[src/rtl/uart_frame_parser.sv]
// uart_frame_parser: pulls SYNC/LEN/payload/CHK frames out of a UART byte stream,
// holds the payload in a small buffer and replays it over a valid/ready byte
// stream only once the XOR checksum has matched, so downstream never sees a bad frame.
module uart_frame_parser #(
    parameter int         MAX_LEN        = 16,
    parameter logic [7:0] SYNC_BYTE      = 8'hA5,
    parameter int         TIMEOUT_CYCLES = 100000
) (
    input  logic       clk,
    input  logic       rst_n,
    input  logic [7:0] symbol_i,
    input  logic       newSymbol_i,
    output logic [7:0] data_o,
    output logic       valid_o,
    output logic       last_o,
    input  logic       ready_i,
    output logic       frameOk_o,
    output logic       frameErr_o,
    output logic [1:0] errCode_o
);

    localparam int LW = $clog2(MAX_LEN + 1);
    localparam int IW = (MAX_LEN > 1) ? $clog2(MAX_LEN) : 1;
    localparam int TW = $clog2(TIMEOUT_CYCLES + 1);
    localparam logic [TW-1:0] TIMER_LAST = TW'(TIMEOUT_CYCLES - 1);

    typedef enum logic [2:0] {
        IDLE,
        GET_LEN,
        GET_PAYLOAD,
        GET_CHK,
        OUTPUT
    } state_t;

    typedef enum logic [1:0] {
        ERR_LEN     = 2'd0,
        ERR_CHK     = 2'd1,
        ERR_TIMEOUT = 2'd2,
        ERR_OVERRUN = 2'd3
    } err_t;

    state_t        state, state_next;
    logic [LW-1:0] len, len_next;
    logic [LW-1:0] idx, idx_next;
    logic [LW-1:0] rd, rd_next;
    logic [7:0]    chk_acc, chk_acc_next;
    logic [TW-1:0] timer, timer_next;
    logic          frame_ok, frame_ok_next;
    logic          frame_err, frame_err_next;
    logic [1:0]    err_code, err_code_next;
    logic          wr_en;
    logic          timed_state;

    // The buffer holds no control information, so it needs no reset: rd only
    // ever reads entries written during the current frame.
    logic [7:0] payload_mem [0:(1 << IW) - 1];

    // State, counters, checksum, timer and event pulses; all cleared by reset.
    always_ff @(posedge clk or negedge rst_n) begin
        if (!rst_n) begin
            state     <= IDLE;
            len       <= '0;
            idx       <= '0;
            rd        <= '0;
            chk_acc   <= '0;
            timer     <= '0;
            frame_ok  <= 1'b0;
            frame_err <= 1'b0;
            err_code  <= '0;
        end else begin
            state     <= state_next;
            len       <= len_next;
            idx       <= idx_next;
            rd        <= rd_next;
            chk_acc   <= chk_acc_next;
            timer     <= timer_next;
            frame_ok  <= frame_ok_next;
            frame_err <= frame_err_next;
            err_code  <= err_code_next;
        end
    end

    // Payload capture while a frame is being received.
    always_ff @(posedge clk) begin
        if (wr_en) begin
            payload_mem[idx[IW-1:0]] <= symbol_i;
        end
    end

    // Frame parser next-state logic plus the inter-symbol timeout that guards
    // every receiving state; a symbol in the expiry cycle beats the timeout.
    always_comb begin
        state_next     = state;
        len_next       = len;
        idx_next       = idx;
        rd_next        = rd;
        chk_acc_next   = chk_acc;
        timer_next     = '0;
        frame_ok_next  = 1'b0;
        frame_err_next = 1'b0;
        err_code_next  = err_code;
        wr_en          = 1'b0;
        timed_state    = (state == GET_LEN) || (state == GET_PAYLOAD) || (state == GET_CHK);

        case (state)
            IDLE: begin
                if (newSymbol_i && (symbol_i == SYNC_BYTE)) begin
                    state_next = GET_LEN;
                end
            end
            GET_LEN: begin
                if (newSymbol_i) begin
                    if ((symbol_i == 8'd0) || (int'(symbol_i) > MAX_LEN)) begin
                        frame_err_next = 1'b1;
                        err_code_next  = ERR_LEN;
                        state_next     = IDLE;
                    end else begin
                        len_next     = LW'(symbol_i);
                        chk_acc_next = symbol_i;
                        idx_next     = '0;
                        state_next   = GET_PAYLOAD;
                    end
                end
            end
            GET_PAYLOAD: begin
                if (newSymbol_i) begin
                    wr_en        = 1'b1;
                    chk_acc_next = chk_acc ^ symbol_i;
                    idx_next     = idx + LW'(1);
                    if (idx == len - LW'(1)) begin
                        state_next = GET_CHK;
                    end
                end
            end
            GET_CHK: begin
                if (newSymbol_i) begin
                    if (symbol_i == chk_acc) begin
                        frame_ok_next = 1'b1;
                        rd_next       = '0;
                        state_next    = OUTPUT;
                    end else begin
                        frame_err_next = 1'b1;
                        err_code_next  = ERR_CHK;
                        state_next     = IDLE;
                    end
                end
            end
            OUTPUT: begin
                if (newSymbol_i) begin
                    frame_err_next = 1'b1;
                    err_code_next  = ERR_OVERRUN;
                end
                if (ready_i) begin
                    rd_next = rd + LW'(1);
                    if (rd == len - LW'(1)) begin
                        state_next = IDLE;
                    end
                end
            end
            default: begin
                state_next = IDLE;
            end
        endcase

        if (timed_state && !newSymbol_i) begin
            if (timer == TIMER_LAST) begin
                frame_err_next = 1'b1;
                err_code_next  = ERR_TIMEOUT;
                state_next     = IDLE;
            end else begin
                timer_next = timer + TW'(1);
            end
        end
    end

    // Output stream is driven straight from the buffer while replaying a frame.
    always_comb begin
        valid_o    = (state == OUTPUT);
        data_o     = valid_o ? payload_mem[rd[IW-1:0]] : 8'd0;
        last_o     = valid_o && (rd == len - LW'(1));
        frameOk_o  = frame_ok;
        frameErr_o = frame_err;
        errCode_o  = err_code;
    end

endmodule

[config.mk]
export PLATFORM = sky130hd
export DESIGN_NAME = uart_frame_parser
export DESIGN_NICKNAME = d
export VERILOG_FILES = /design/src/rtl/uart_frame_parser.sv
export SDC_FILE = /design/constraint.sdc
export NUM_CORES = 1
export LEC_CHECK = 0
export CORE_ASPECT_RATIO = 1.25
export CORE_MARGIN = 1
export CORE_UTILIZATION = 45
export DETAILED_ROUTE_END_ITERATION = 7
export SLEW_MARGIN = 25
export SYNTH_ARGS = -nofsm -noshare
export SYNTH_HDL_FRONTEND = slang
export SYNTH_SLANG_ARGS = --single-unit
[constraint.sdc]
create_clock -name clk -period 4.6 [get_ports clk]
set_clock_uncertainty 0.15 [all_clocks]
set_input_delay 0.46 -clock clk [delete_from_list [all_inputs] [get_ports clk]]
set_output_delay 0.46 -clock clk [all_outputs]
set_load 0.03 [all_outputs]
# After elaboration in Yosys (flattened, before gate mapping)
# Memory sizes are Yosys's and may differ from the RTL's.
# Index checks and enable logic that the tools add are counted.
# classes
n_addsub,4
multipliers,0
div,0
magnitude_cmp,1
n_eq_ne,15
shifts,0
n_mux,49
n_bitwise,2
n_reduce_logical,14
# op_table
op,count
17-bit two-way mux,2
8-bit two-way mux,4
3-bit two-way mux,10
5-bit two-way mux,6
5-bit one-hot mux with 2 select lines,2
"17-bit by 1-bit adder with 17-bit output, second input constant",1
"17-bit equality test, second input constant",1
2-bit two-way mux,8
8-bit one-hot mux with 2 select lines,1
3-bit one-hot mux with 5 select lines,1
1-bit two-way mux,13
"5-bit by 1-bit adder with 5-bit output, second input constant",2
5-bit equality test,2
8-bit equality test,1
"8-bit equality test, second input constant",1
"8-bit by 5-bit > comparator with 1-bit output, second input constant",1
8-bit logical NOT,1
"2-bit inequality test, second input constant",4
4-bit AND reduction,2
8-bit bitwise XOR,1
"3-bit by 2-bit equality test with 1-bit output, second input constant",2
2-bit one-hot mux with 3 select lines,1
"5-bit by 1-bit subtractor with 5-bit output, second input constant",1
"2-bit by 1-bit inequality test with 1-bit output, second input constant",2
other kinds (10),15
# totals
regBits,47
latchBits,0
ram_bits,128
romBits,0
input_bits,12
output_inout_bits,14
word_cells,95
memories,1
# mem_list
name,words,word_bits,read_ports,rd_clocked_by_memory_dff,write_ports,line,source
payload_mem,16,8,1,0,1,56,logic [7:0] payload_mem [0:(1 << IW) - 1];

# Longest topological paths before layout
# Gate-level depths: netlist of run 1.
# depth
depth_word,7
ltp_mapped,7

# Worst setup path before layout of run 1
# Ideal clock, no wire load.
# synth_timing
kind,register -> output
startpoint,reg rd[0]
endpoint,out data_o[5]
arrival_ps,2131
required_ps,3990
slack_ps,1859
path_stages_with_launch,7
path_cell_list,dfrtp_1 > buf_4 > buf_4 > buf_4 > mux4_2 > mux2i_1 > a211oi_1
# synth_between
elab_chain_cells,2
# synth_lines
element,line,source
"start, declared",45,"logic [LW-1:0] rd, rd_next;"
"start signal, assigned",74,rd <= rd_next;
memory read 16 x 8 bit,n/a,
8-bit two-way mux,179,data_o = valid_o ? payload_mem[rd[IW-1:0]] : 8'd0;
"end, declared",13,"output logic [7:0] data_o,"
# No other way between the ends.

# Worst setup path in the final report of run 1
# layout_timing
startpoint,reg rd[0]
endpoint,out data_o[6]
# The elaborated chain is that of the path after synthesis.

==> results by group, run 1 <==
Setup path
  – Req. time, crit path: 3.99 ns
  – CP Launch Point: rd[0]
  – Cell count along the critical path: 5
  – Crit Path Max Fanout: 23
  – Crit start category: flip-flop
  – Type of the worst setup path: flip-flop to primary output
  – Worst R2R Path Depth: 7
  – Setup crit end kind: primary output
  – Cell family with most CP delay: buffers and inverters
  – Slowest-stage cell, CP: dfrtp_2
  – Reg2reg end: state[0]
  – Crit path to: data_o[6]
  – Cell Chain, Critical Path: buf_4, mux4_2, mux2i_1, a211oi_1, clkdlybuf4s50_1
  – R2r startpoint: len[0]
  – CP Buf/Inv Count: 2
  – R2R setup slack: 2.21 ns
  – Worst EP arrival: 3.17 ns
  – Max incr delay on CP: 0.81 ns

Run
  – Maxcap violations: 0

Timing
  – Unrepaired setup endpoints after global routing: no
  – Fin Hold WS: 0.3404 ns
  – Maximum clock rate: 0.2645 GHz
  – Worst slew pin tran: 0.8448 ns
  – Final setup TNS: 0 ns
  – Period utilisation layout: 0.8218
  – Pins Over Slew Limit: 0
  – Relative slew slack: 0.4350
  – Final Hold Vio Count: 0
  – Min Tclk post-route: 3.780 ns
  – Final worst slack: 0.8199 ns
  – Finish-stage setup viols: 0

Logic synthesis
  – Mapped cell area: 7625 um^2
  – Post-Syn Area per Cell: 15.04 um^2
  – Sequential element share of the synthesized area: 0.6584
  – Ys async rst share: 0.2686
  – Mapped Cells: 507
  – Synth warn: 0
  – Post-synth EDFFs: 128
  – Yosys reg bits: 175
  – Yosys cell types: 48
  – Most frequent cell after synthesis: edfxtp_1
  – Main area contributors after synthesis: edfxtp_1 50%, dfrtp_1 15%, mux4_2 9.5%
  – Synth top cells by count: 128 x edfxtp_1, 47 x dfrtp_1, 39 x nor2_1
  – Yosys top cell area share: 0.5041
  – Syn Nets: 526
  – Dominant synthesized flop cell: edfxtp_1
  – Post-synth top area cell: edfxtp_1

Routing
  – Iteration-0 DRC Markers: 287
  – Vias/cell: 5.494
  – Total number of vias: 4230
  – Drt total wl: 16160 um
  – Drt first pass iters: 4
  – DR WL/cell: 20.98 um
  – Post-DRT Antenna Nets: 0
  – DRC: 0

Die
  – Row cnt: 52
  – Die footprint: 17470 um^2
  – Io pins: 26
  – Die Ht: 147.5 um
  – Core Region: 16400 um^2
  – Die Width: 118.4 um
  – Initial core utilization: 0.4650

Clock tree
  – TritonCTS clock tree: done
  – Worst-case clock buffer depth: 2
  – Clock transition at path regs: 0.06 ns
  – Worst-skew pair later-pin latency: 0.43 ns
  – Num CTS Buffers: 17
  – Post-CTS Setup Repair Bufs: 0
  – Clock Sinks: 175
  – CTS H-tree depth: 4
  – Root buf cell: clkbuf_16

Pwr
  – Max VDD drop: 234.7 uV
  – LEAKAGE: 0.003008 uW
  – PD cells: 408.0 nW/um^2

Layout
  – N_diodes: 0
  – Fill count: 1377
  – Post-Layout Inst Area: 8723 um^2
  – Layout cells sized above 1: 0.1552
  – Area delta synth->final: 14.41%
  – Nets: 560

Status
  – Outcome: complete, no violations

Global routing
  – Initial antenna violation count: 0
  – GRT Util Overall: 0.2007
  – Total gr overflow: 0
  – Wire length of the first global-routing pass: 25410 um
  – Vias in the first global route: 4451
  – Largest net degree at the start of global routing: 48

Placed design
  – Post-Place Worst Slack: 0.9795 ns
  – Placed instance area: 8125 um^2
  – Port buffer count: 25
  – Gp weighted congestion: 0.7778
  – DP HPWL: 10800 um

Worst hold path
  – Hold path depth: 1
  – Min-Delay Path Class: flip-flop to flip-flop
-- power breakdown --
group	internal (uW)	total [uW]	switching (uW)
combinational	133	314	181
clock	810	1420	614
sequential	1760	1820	64.6
total	2700	3560	860
-- cells in the final DEF (no fill, tap or decap), drive strengths merged, types with 14 or more instances in the layout --
master / instances
xnor2: 26
nand3: 14
edfxtp: 128
and2: 17
mux4: 32
clkdlybuf4s50: 24
dfrtp: 47
nand2: 34
a211oi: 17
nor2: 39
xor2: 18
clkbuf: 18
-- layout make-up --
cell class / instances / area (um^2) / area share
timing repair buffer: 37 / 340.3 / 0.03901
sequential: 175 / 5021 / 0.5756
multi-input combinational: 301 / 2470 / 0.2831
clock inverter: 14 / 158.9 / 0.01822
inverter: 9 / 33.78 / 0.003873
tap: 216 / 270.3 / 0.03098
clock buffer: 18 / 429.2 / 0.04920
-- worst min path at each step --
stage / startpoint / slack [ns] / end
after floorplan: rst_n / 0.01 / chk_acc[0]
after global placement: timer[0] / 0.32 / timer[0]
after detailed placement: timer[0] / 0.34 / timer[0]
after CTS: timer[0] / 0.35 / timer[0]
after global routing: timer[0] / 0.36 / timer[0]
final: timer[0] / 0.34 / timer[0]
-- repair_timing --
| item | 4_1_cts | 5_1_grt |
|---|---|---|
| endpoints found under the hold margin | 47 | 0 |
| gates resized for setup | 0 | 0 |
| hold buffers | 1 | 0 |
-- per-stage QoR --
stage                 util  power (uW)  std cells
detailed placement  0.4956        2171        737
global placement    0.4954        2163        737
CTS                 0.5321        3596        770
finish              0.5321        3559        770
floorplan                -        2041        507
global route        0.5321        3697        770
-- sequential cells by signal, summed over array words and instances (netlist names) --
name / flops
payload_mem: 128
timer: 17
chk_acc: 8
idx: 5
len: 5
rd: 5
state: 3
errCode_o: 2
frameErr_o: 1
frameOk_o: 1
-- per-layer routing --
metal	track usage	share of wire	wire length (um)
met5	0	0	0
met4	0.06519	0.012	199
met1	0.2513	0.42	6804
met3	0.04321	0.040	640
met2	0.3479	0.53	8511
-- worst register-to-register path, delay by kind of cell, from the launching register on --
family	cells	cell delay, ns
fa+ha+maj	1	0.24
flops	1	0.42
xor+xnor	2	0.32
buf+inv	1	0.08
compound gates	1	0.19
simple gates	2	0.93
-- cell families after synthesis --
group / share of synthesized area
flops: 0.6584
simple gates: 0.1078
compound gates: 0.04086
mux: 0.1122
xor+xnor: 0.05153
buf+inv: 0.01772
fa+ha+maj: 0.01149
Note: power is estimated with default switching activity, not from simulation.
==> run 2, diff against run 1 <==
- clock period: 4.6 -> 3.2 ns (I/O delays scaled with it)
==> results by group, run 2 (synthesized netlist as in run 1, its figures left out) <==
Status
  – Outcome: complete, no violations

Die
  – Die Width: 118.4 um (unchanged)
  – Io pins: 26 (unchanged)
  – Die footprint: 17470 um^2 (unchanged)
  – Initial core utilization: 0.4650 (unchanged)
  – Die Ht: 147.5 um (unchanged)
  – Core Region: 16400 um^2 (unchanged)
  – Row cnt: 52 (unchanged)

Placed design
  – Gp weighted congestion: 0.7861 (+1.1%)
  – Port buffer count: 25 (unchanged)
  – Placed instance area: 8243 um^2 (+1.4%)
  – DP HPWL: 11030 um (+2.1%)

Timing
  – Worst slew pin tran: 0.8905 ns (+0.04572 ns)
  – Final setup TNS: 0 ns (unchanged)
  – Min Tclk post-route: 3.024 ns
  – Period utilisation layout: 0.9450
  – Maximum clock rate: 0.3307 GHz
  – Final Hold Vio Count: 0 (unchanged)
  – Pins Over Slew Limit: 0 (unchanged)
  – Finish-stage setup viols: 0 (unchanged)
  – Relative slew slack: 0.4063 (-0.02872)
  – Unrepaired setup endpoints after global routing: no

Pwr
  – PD cells: 586.0 nW/um^2 (+44%)
  – Sequential power share: 0.501 (-0.011)
  – Part of the power in combinational logic: 0.090 (+0.002)
  – Clock share of power: 0.410 (+0.010)
  – LEAKAGE: 0.003131 uW (+4.1%)
  – P_sw: 1238 uW (+44%)
  – Switching share of power: 0.2379 (-0.003761)
  – P_int: 3967 uW (+47%)
  – Total Power: 5205 uW (+46%)
  – Max VDD drop: 306.1 uV (+30%)

Layout
  – Commonest cells after routing, fill and taps aside: 128 x edfxtp_1, 46 x dfrtp_1, 39 x nor2_1
  – Nets: 572 (+2.1%)
  – N_diodes: 0 (unchanged)
  – Layout cells sized above 1: 0.1770 (+0.02176)
  – Most common cell after layout, fill and taps aside: edfxtp_1
  – Max FFs per register: 128 (unchanged)
  – Post-Layout Inst Area: 8882 um^2 (+1.8%)
  – Area delta synth->final: 16.49%
  – Fill count: 1376 (-0.073%)

Global routing
  – Vias in the first global route: 4593 (+3.2%)
  – GRT Util Overall: 0.2043 (+0.003602)
  – Initial antenna violation count: 0 (unchanged)
  – Largest net degree at the start of global routing: 48 (unchanged)
  – Total gr overflow: 0 (unchanged)
  – Wire length of the first global-routing pass: 26000 um (+2.3%)

Setup path
  – Cell family with most CP delay: buffers and inverters
  – Setup crit end kind: primary output
  – Most frequent CP cell: a211oi_1
  – Req. time, crit path: 2.73 ns (-1.26 ns)
  – Worst EP arrival: 2.55 ns (-0.62 ns)
  – Crit start category: flip-flop
  – Cell Chain, Critical Path: buf_12, mux4_2, and2_1, a211oi_1, a211oi_1, dlygate4sd2_1
  – Slowest-stage cell, CP: mux4_2
  – Max incr delay on CP: 0.48 ns (-0.33 ns)
  – CP Buf/Inv Count: 2 (unchanged)
  – Crit Path Max Fanout: 8 (-65%)
  – Type of the worst setup path: flip-flop to primary output

Routing
  – Vias/cell: 5.584 (+1.6%)
  – Iteration-0 DRC Markers: 314 (+9.4%)
  – DRC: 0 (unchanged)
  – DR WL/cell: 21.04 um (+0.28%)
  – Post-DRT Antenna Nets: 0 (unchanged)
  – Drt total wl: 16430 um (+1.7%)
  – Drt first pass iters: 4 (unchanged)
  – Total number of vias: 4361 (+3.1%)

Run
  – Maxcap violations: 0 (unchanged)

Clock tree
  – Num CTS Buffers: 17 (unchanged)
  – CTS H-tree depth: 4 (unchanged)
  – Root buf cell: clkbuf_16
  – Clock Sinks: 175 (unchanged)
  – Worst-skew pair later-pin latency: 0.42 ns (about the same)
  – Clock transition at path regs: 0.07 ns (about the same)
  – Worst-case clock buffer depth: 2 (unchanged)
  – TritonCTS clock tree: done

Worst hold path
  – Min-Delay Path Class: input port to async pin
[run 2: cell types whose count changed in the layout (fill, tap and decap cells not counted), moves of 2 or more]
cell | previous run | this run
clkinv_4 | 5 | 3
a211oi_1 | 16 | 14
a211oi_2 | 1 | 3
buf_4 | 12 | 21
buf_12 | 0 | 4
dlygate4sd2_1 | 0 | 8
clkdlybuf4s50_1 | 24 | 15
[run 2: repair_timing]
item	in CTS	in global routing
endpoints found under the setup margin	9	3
hold buffers	1	0
endpoints found under the hold margin	47	0
resized for setup	11	0
buffers inserted	0	1
[run 2: area by class of cell]
| cell class | count | area [um^2] | share of cell area |
|---|---|---|---|
| sequential | 175 | 5024 | 0.5656 |
| multi-input combinational | 301 | 2480 | 0.2792 |
| timing repair buffer | 49 | 467.9 | 0.05268 |
| clock buffer | 17 | 425.4 | 0.04789 |
| tap | 216 | 270.3 | 0.03043 |
| clock inverter | 14 | 181.4 | 0.02043 |
| inverter | 9 | 33.78 | 0.003803 |
[run 2: final timing paths]
check / start / to / slack, ns / cells after the start
worst min register to register: timer[0] / timer[0] / 0.34 / 1
worst max register to register: len[0] / state[0] / 0.80 / 7
worst min-delay path: rst_n / chk_acc[3] / 0.29 / 2
worst max-delay path: rd[0] / data_o[7] / 0.18 / 6
max in group asynchronous: rst_n / rd[0] / 2.14 / 2
min in group clk: timer[0] / timer[0] / 0.34 / 1
[run 2: routing by layer]
layer	vias up	routed length, um	GRT usage
met5	-	0	0
met4	0	463	0.1013
met3	26	671	0.03395
met2	95	8597	0.3538
met1	2234	6699	0.2485
li1	2006	-	-
[run 2: through the flow]
stage	hold WS, ns	util	setup WS, ns	std cells
CTS	0.3130	0.5405	0.01609	780
global placement	0.3191	0.5026	0.1708	748
finish	0.2901	0.5417	0.1759	781
floorplan	-0.1256	-	0.5991	507
global route	0.3396	0.5417	0.05787	781
detailed placement	0.2282	0.5027	0.1036	748
[run 2: power groups by stage]
stage	Clock (uW)	Sequential [uW]	Combinational, uW
3_3_place_gp	0	2650	460
6_report	2130	2610	467
5_1_grt	2250	2620	521
3_5_place_dp	0	2650	469
2_1_floorplan	0	2640	290
4_1_cts	2170	2610	473
